===== src/rtl/flow_distributor_n.sv =====
// flow_distributor_n: deals a block stream round-robin across NUM_FLOWS flows and presents
// each complete round as one wide word. Optional round counter: `define FLOW_DIST_ROUND_CNT_EN.
module flow_distributor_n #(
   parameter int BITS_BLOCK    = 257,
   parameter int NUM_FLOWS     = 2,
   parameter int ROUNDS_PER_AM = 4096
) (
   input  logic                              clk,
   input  logic                              rst,
   input  logic [BITS_BLOCK-1:0]             in_data,
   input  logic                              in_valid,
   output logic                              in_ready,
   input  logic                              align,
   output logic [NUM_FLOWS*BITS_BLOCK-1:0]   flows,
   output logic                              out_valid,
   input  logic                              out_ready,
   output logic                              err_partial,
   output logic [$clog2(ROUNDS_PER_AM)-1:0]  round_cnt,
   output logic                              am_round
);
   localparam int IDX_W = (NUM_FLOWS > 1) ? $clog2(NUM_FLOWS) : 1;
   localparam int STG_N = (NUM_FLOWS > 1) ? NUM_FLOWS - 1 : 1;
   localparam logic [IDX_W-1:0] LAST_IDX = IDX_W'(NUM_FLOWS - 1);

   logic [IDX_W-1:0]                idx_q, idx_d, idx_eff;
   logic [STG_N*BITS_BLOCK-1:0]     stage_q, stage_d;
   logic [NUM_FLOWS*BITS_BLOCK-1:0] flows_q, flows_d;
   logic                            out_valid_q, out_valid_d;
   logic                            err_partial_q, err_partial_d;
   logic                            in_fire, out_fire, round_done;

   // Handshakes: a transfer occurs on every rising edge where valid && ready; valid never
   // depends on ready, and a producer holding valid keeps its data stable until it transfers.
   // in_ready drops only when the last slot of a round would overwrite an unconsumed round;
   // a same-cycle out_fire frees the output register, so full rate is kept.
   assign idx_eff    = align ? '0 : idx_q;
   assign in_ready   = !(idx_eff == LAST_IDX && out_valid_q && !out_ready);
   assign in_fire    = in_valid && in_ready;
   assign out_fire   = out_valid_q && out_ready;
   assign round_done = in_fire && (idx_eff == LAST_IDX);

   always_comb begin
      idx_d         = idx_eff;
      stage_d       = stage_q;
      flows_d       = flows_q;
      out_valid_d   = out_valid_q;
      err_partial_d = align && (idx_q != '0);
      if (round_done) begin
         for (int k = 0; k < NUM_FLOWS - 1; k++)
            flows_d[k*BITS_BLOCK +: BITS_BLOCK] = stage_q[k*BITS_BLOCK +: BITS_BLOCK];
         flows_d[(NUM_FLOWS-1)*BITS_BLOCK +: BITS_BLOCK] = in_data;
         out_valid_d = 1'b1;
         idx_d       = '0;
      end else begin
         if (in_fire) begin
            for (int k = 0; k < STG_N; k++)
               if (idx_eff == IDX_W'(k)) stage_d[k*BITS_BLOCK +: BITS_BLOCK] = in_data;
            idx_d = idx_eff + IDX_W'(1);
         end
         if (out_fire) out_valid_d = 1'b0;
      end
   end

   // Staging is pure datapath: stale entries are always overwritten before they are used.
   always_ff @(posedge clk) begin
      stage_q <= stage_d;
      if (rst) begin
         idx_q         <= '0;
         flows_q       <= '0;
         out_valid_q   <= 1'b0;
         err_partial_q <= 1'b0;
      end else begin
         idx_q         <= idx_d;
         flows_q       <= flows_d;
         out_valid_q   <= out_valid_d;
         err_partial_q <= err_partial_d;
      end
   end

   assign flows       = flows_q;
   assign out_valid   = out_valid_q;
   assign err_partial = err_partial_q;

`ifdef FLOW_DIST_ROUND_CNT_EN
   localparam int CNT_W = $clog2(ROUNDS_PER_AM);
   logic [CNT_W-1:0] round_cnt_q, round_cnt_d;
   logic             am_round_q, am_round_d;

   // am_round travels with the round it tags, so it loads together with flows.
   always_comb begin
      round_cnt_d = round_cnt_q;
      am_round_d  = am_round_q;
      if (round_done) begin
         am_round_d  = (round_cnt_q == '0);
         round_cnt_d = (round_cnt_q == CNT_W'(ROUNDS_PER_AM - 1)) ? '0
                                                                  : round_cnt_q + CNT_W'(1);
      end
   end

   always_ff @(posedge clk) begin
      if (rst) begin
         round_cnt_q <= '0;
         am_round_q  <= 1'b0;
      end else begin
         round_cnt_q <= round_cnt_d;
         am_round_q  <= am_round_d;
      end
   end

   assign round_cnt = round_cnt_q;
   assign am_round  = am_round_q;
`else
   assign round_cnt = '0;
   assign am_round  = 1'b0;
`endif

endmodule


===== config.mk =====
export PLATFORM = sky130hd
export DESIGN_NAME = flow_distributor_n
export DESIGN_NICKNAME = d
export VERILOG_FILES = /design/src/rtl/flow_distributor_n.sv
export SDC_FILE = /design/constraint.sdc
export NUM_CORES = 1
export LEC_CHECK = 0
export BUFFER_PORTS_ARGS = -buffer_cell sky130_fd_sc_hd__buf_4
export CAP_MARGIN = 20
export CORE_AREA = 3 3 309 311
export DETAILED_ROUTE_END_ITERATION = 16
export DIE_AREA = 0 0 312 314
export MAX_ROUTING_LAYER = met4
export PLACE_DENSITY_LB_ADDON = 0.15
export SLEW_MARGIN = 20
export SYNTH_ARGS = -nofsm -noshare
export SYNTH_HDL_FRONTEND = slang
export SYNTH_SLANG_ARGS = --single-unit

===== constraint.sdc =====
create_clock -name clk -period 10.4 [get_ports clk]
set_input_delay 0.52 -clock clk [delete_from_list [all_inputs] [get_ports clk]]
set_output_delay 0.52 -clock clk [all_outputs]
set_load 0.01 [all_outputs]

==> reports/metrics.cfg <==
[outcome]
status=finished, final reports clean

[detailed_routing]
drt_iter0_drc=813
via_per_inst=4.173
routedWlPerCell_um=19.06
postRouteAntennaNets=0
num_vias=17100
drc=0
dr.pass1.iters=5
routed_wl_um=78070

[setup_path]
required_ns=10.89
startpoint_type=flop
cp-end-kind=flop
worst_ep_arrival_time_ns=4.31
r2r_start=idx_q$_SDFF_PP0_
path_cells=nand2b_1, o21a_1, ha_4, buf_4, buf_4, mux2i_1, nor2_1
cp_common_cell=buf_4
worstPathMaxFanout=61
cp_slowest_cell=buf_4
max_stage_delay_ns=0.92
r2r_end=flows[314]$_SDFFE_PP0P_
rrSetupSlack_ns=6.59
crit_type=flop to flop
reg2regPathDepth=7

[logic_synthesis]
synth_area_sq_mm=0.02618
synth_edf_count=257
synthArstFlopShare=0
syn_inst=1944
yosysUniqueCellTypes=19
synth.avg_cell_area_sq_um=13.47
yosys_warnings=0
yosys_most_used_dff=dfxtp_1
synth_top_area_share=0.3953
seq_area_frac_synth=0.6901
synth_top_cell_by_area=dfxtp_1
yosysMostFrequentCell=dfxtp_1
synth_area_leaders=dfxtp_1 (40%), edfxtp_1 (29%), mux2i_1 (20%)
ys_ff_latch=774
ys_top_cells_by_count=dfxtp_1 (517), nor2_1 (515), mux2i_1 (514), edfxtp_1 (257)

[place]
hpwl_um=54340
port_buffers=778
gp_congestion=0.8223

[die]
die_w_um=312
coreArea_sq_mm=0.09305
die_h_um=314
io_pins=792
rows=112
initial_utilization=0.2814
die_area_sq_mm=0.09797

[global_route]
grt_pass1_vias=17530
grt_max_degree=185
grt-ovfl-total=0
grt_pass1_wl_um=113700
grt_usage=0.1571
antenna_found_initial=7

[clock_network]
path_clk_slew_ns=0.06
clk_path_buf_depth=3
cts_tree=built
holdBufCountCts=62
clock_sinks=774
htree_levels=3
ctsResizeCount=0
root_buffer=clkbuf_16
clk_latency_ns=0.65
cts_setup_buffers=0
cts_buffers=86

[layout]
final_nets=3028
layout-drive-gt1-share=0.3253
area_growth_pct=38.82

[sta]
setup_tns_ns=0
fin_crit_sh=0.3668
slew_headroom=0.08196
hold_viol=0
tightest_slew_ns=1.377
setup_viol=0
period_minus_slack_ns=3.815
fin_skew_ns=0.02225
timing.fmax_mhz=262.1
maxSlewViolCount=0
rsz0062_at_grt=no

[min_path]
min_to=stage_q[36]$_DFFE_PP_
worstHoldPathType=input pin to flop
hold_path_depth=1
worstHoldStart=in_data[36]

[pwr]
combPwrFrac=0.065
p_total_w=0.006779
p_leak_nw=14.33
power_density_mw_per_mm2=186.5
p_clk_frac=0.449
p_sw_frac=0.2211
ir_drop_uv=123.1
internal-power_w=0.005280
p_sw_w=0.001499
power_frac_seq=0.486

[flow_run]
cap_violations=0

==> logic make-up after synthesis <==
logic type / after synthesis / share of synthesized area
AOI/OAI and AO/OA: 2 / 0.0004778
other: 1 / 0.0001432
DFF: 774 / 0.6901
adders and majority gates: 2 / 0.0009556
buffers and inverters: 131 / 0.03699
and+or+nand+nor: 520 / 0.07488
muxes: 514 / 0.1965
==> power groups by stage <==
stage,Combinational [W],Clock (W),Sequential [W]
6_report,0.000437,0.00305,0.00329
5_1_grt,0.000474,0.00328,0.00330
4_1_cts,0.000448,0.00316,0.00330
3_5_place_dp,0.000427,0,0.00336
3_3_place_gp,0.000422,0,0.00336
2_1_floorplan,0.000179,0,0.00339
==> worst max path at each step <==
| stage | cells past startpoint | endpoint | from |
|---|---|---|---|
| floorplan | 3 | stage_q[0]$_DFFE_PP_ | align |
| global placement | 8 | flows[39]$_SDFFE_PP0P_ | align |
| detailed placement | 8 | flows[273]$_SDFFE_PP0P_ | align |
| CTS | 7 | flows[273]$_SDFFE_PP0P_ | idx_q$_SDFF_PP0_ |
| global route | 7 | flows[71]$_SDFFE_PP0P_ | idx_q$_SDFF_PP0_ |
| finish | 7 | flows[314]$_SDFFE_PP0P_ | idx_q$_SDFF_PP0_ |
==> flip-flops by register name (all words and copies together), names as in the netlist <==
| register | cells |
|---|---|
| err_partial | 1 |
| flows | 514 |
| stage_q | 257 |
| out_valid | 1 |
| idx_q | 1 |
==> layer usage <==
layer / up-vias / share of wire / wire (um) / GRT usage
met3: 127 / 0.076 / 5932 / 0.05688
met4: 0 / 0.035 / 2751 / 0.06077
met2: 532 / 0.50 / 39310 / 0.2637
met5: - / 0 / 0 / -
met1: 8149 / 0.39 / 30070 / 0.1698
li1: 8288 / - / - / -
==> cell type report <==
type / count / area [sq um]
fill: 9055 / 56700
sequential: 774 / 18070
multi-input combinational: 1051 / 7217
timing repair buffer: 849 / 6611
clock buffer: 130 / 2552
tap: 1254 / 1569
clock inverter: 31 / 307.8
antenna: 6 / 15.01
inverter: 2 / 7.507
==> placed cells by master (no fill, tap or decap), drive strengths merged <==
master	Yosys	routed
a21oi	1	1
buf	94	787
bufinv	0	5
clkbuf	35	130
clkinv	0	20
clkinvlp	0	2
conb	1	13
dfxtp	517	517
diode	0	6
dlygate4sd3	0	62
edfxtp	257	257
ha	2	2
inv	2	6
mux2i	514	514
nand2	1	1
nand2b	2	2
nor2	515	515
nor3	1	1
o21a	1	1
or2	1	1
==> stage by stage <==
stage          setup WS [ns]    util  hold WS [ns]  instances  area [sq um]
5_1_grt                6.302  0.3906      0.008174       4097         36350
6_report               6.585  0.3906       0.06877       4097         36350
4_1_cts                6.526  0.3905     0.0003023       4091         36330
2_1_floorplan          3.022       -        0.4101       1956         26230
3_5_place_dp           6.180  0.3531        0.4322       3868         32850
3_3_place_gp           6.260  0.3531        0.4443       3868         32850
==> critical path: cells and delay by family (launching register included) <==
kind                       cells  cell delay (ns)
buffers and inverters          2             1.73
muxes                          1             0.28
AOI/OAI and AO/OA              1             0.26
DFF                            1             0.31
adders and majority gates      1             0.73
and+or+nand+nor                2             0.24
(Power assumes the default switching activity.)
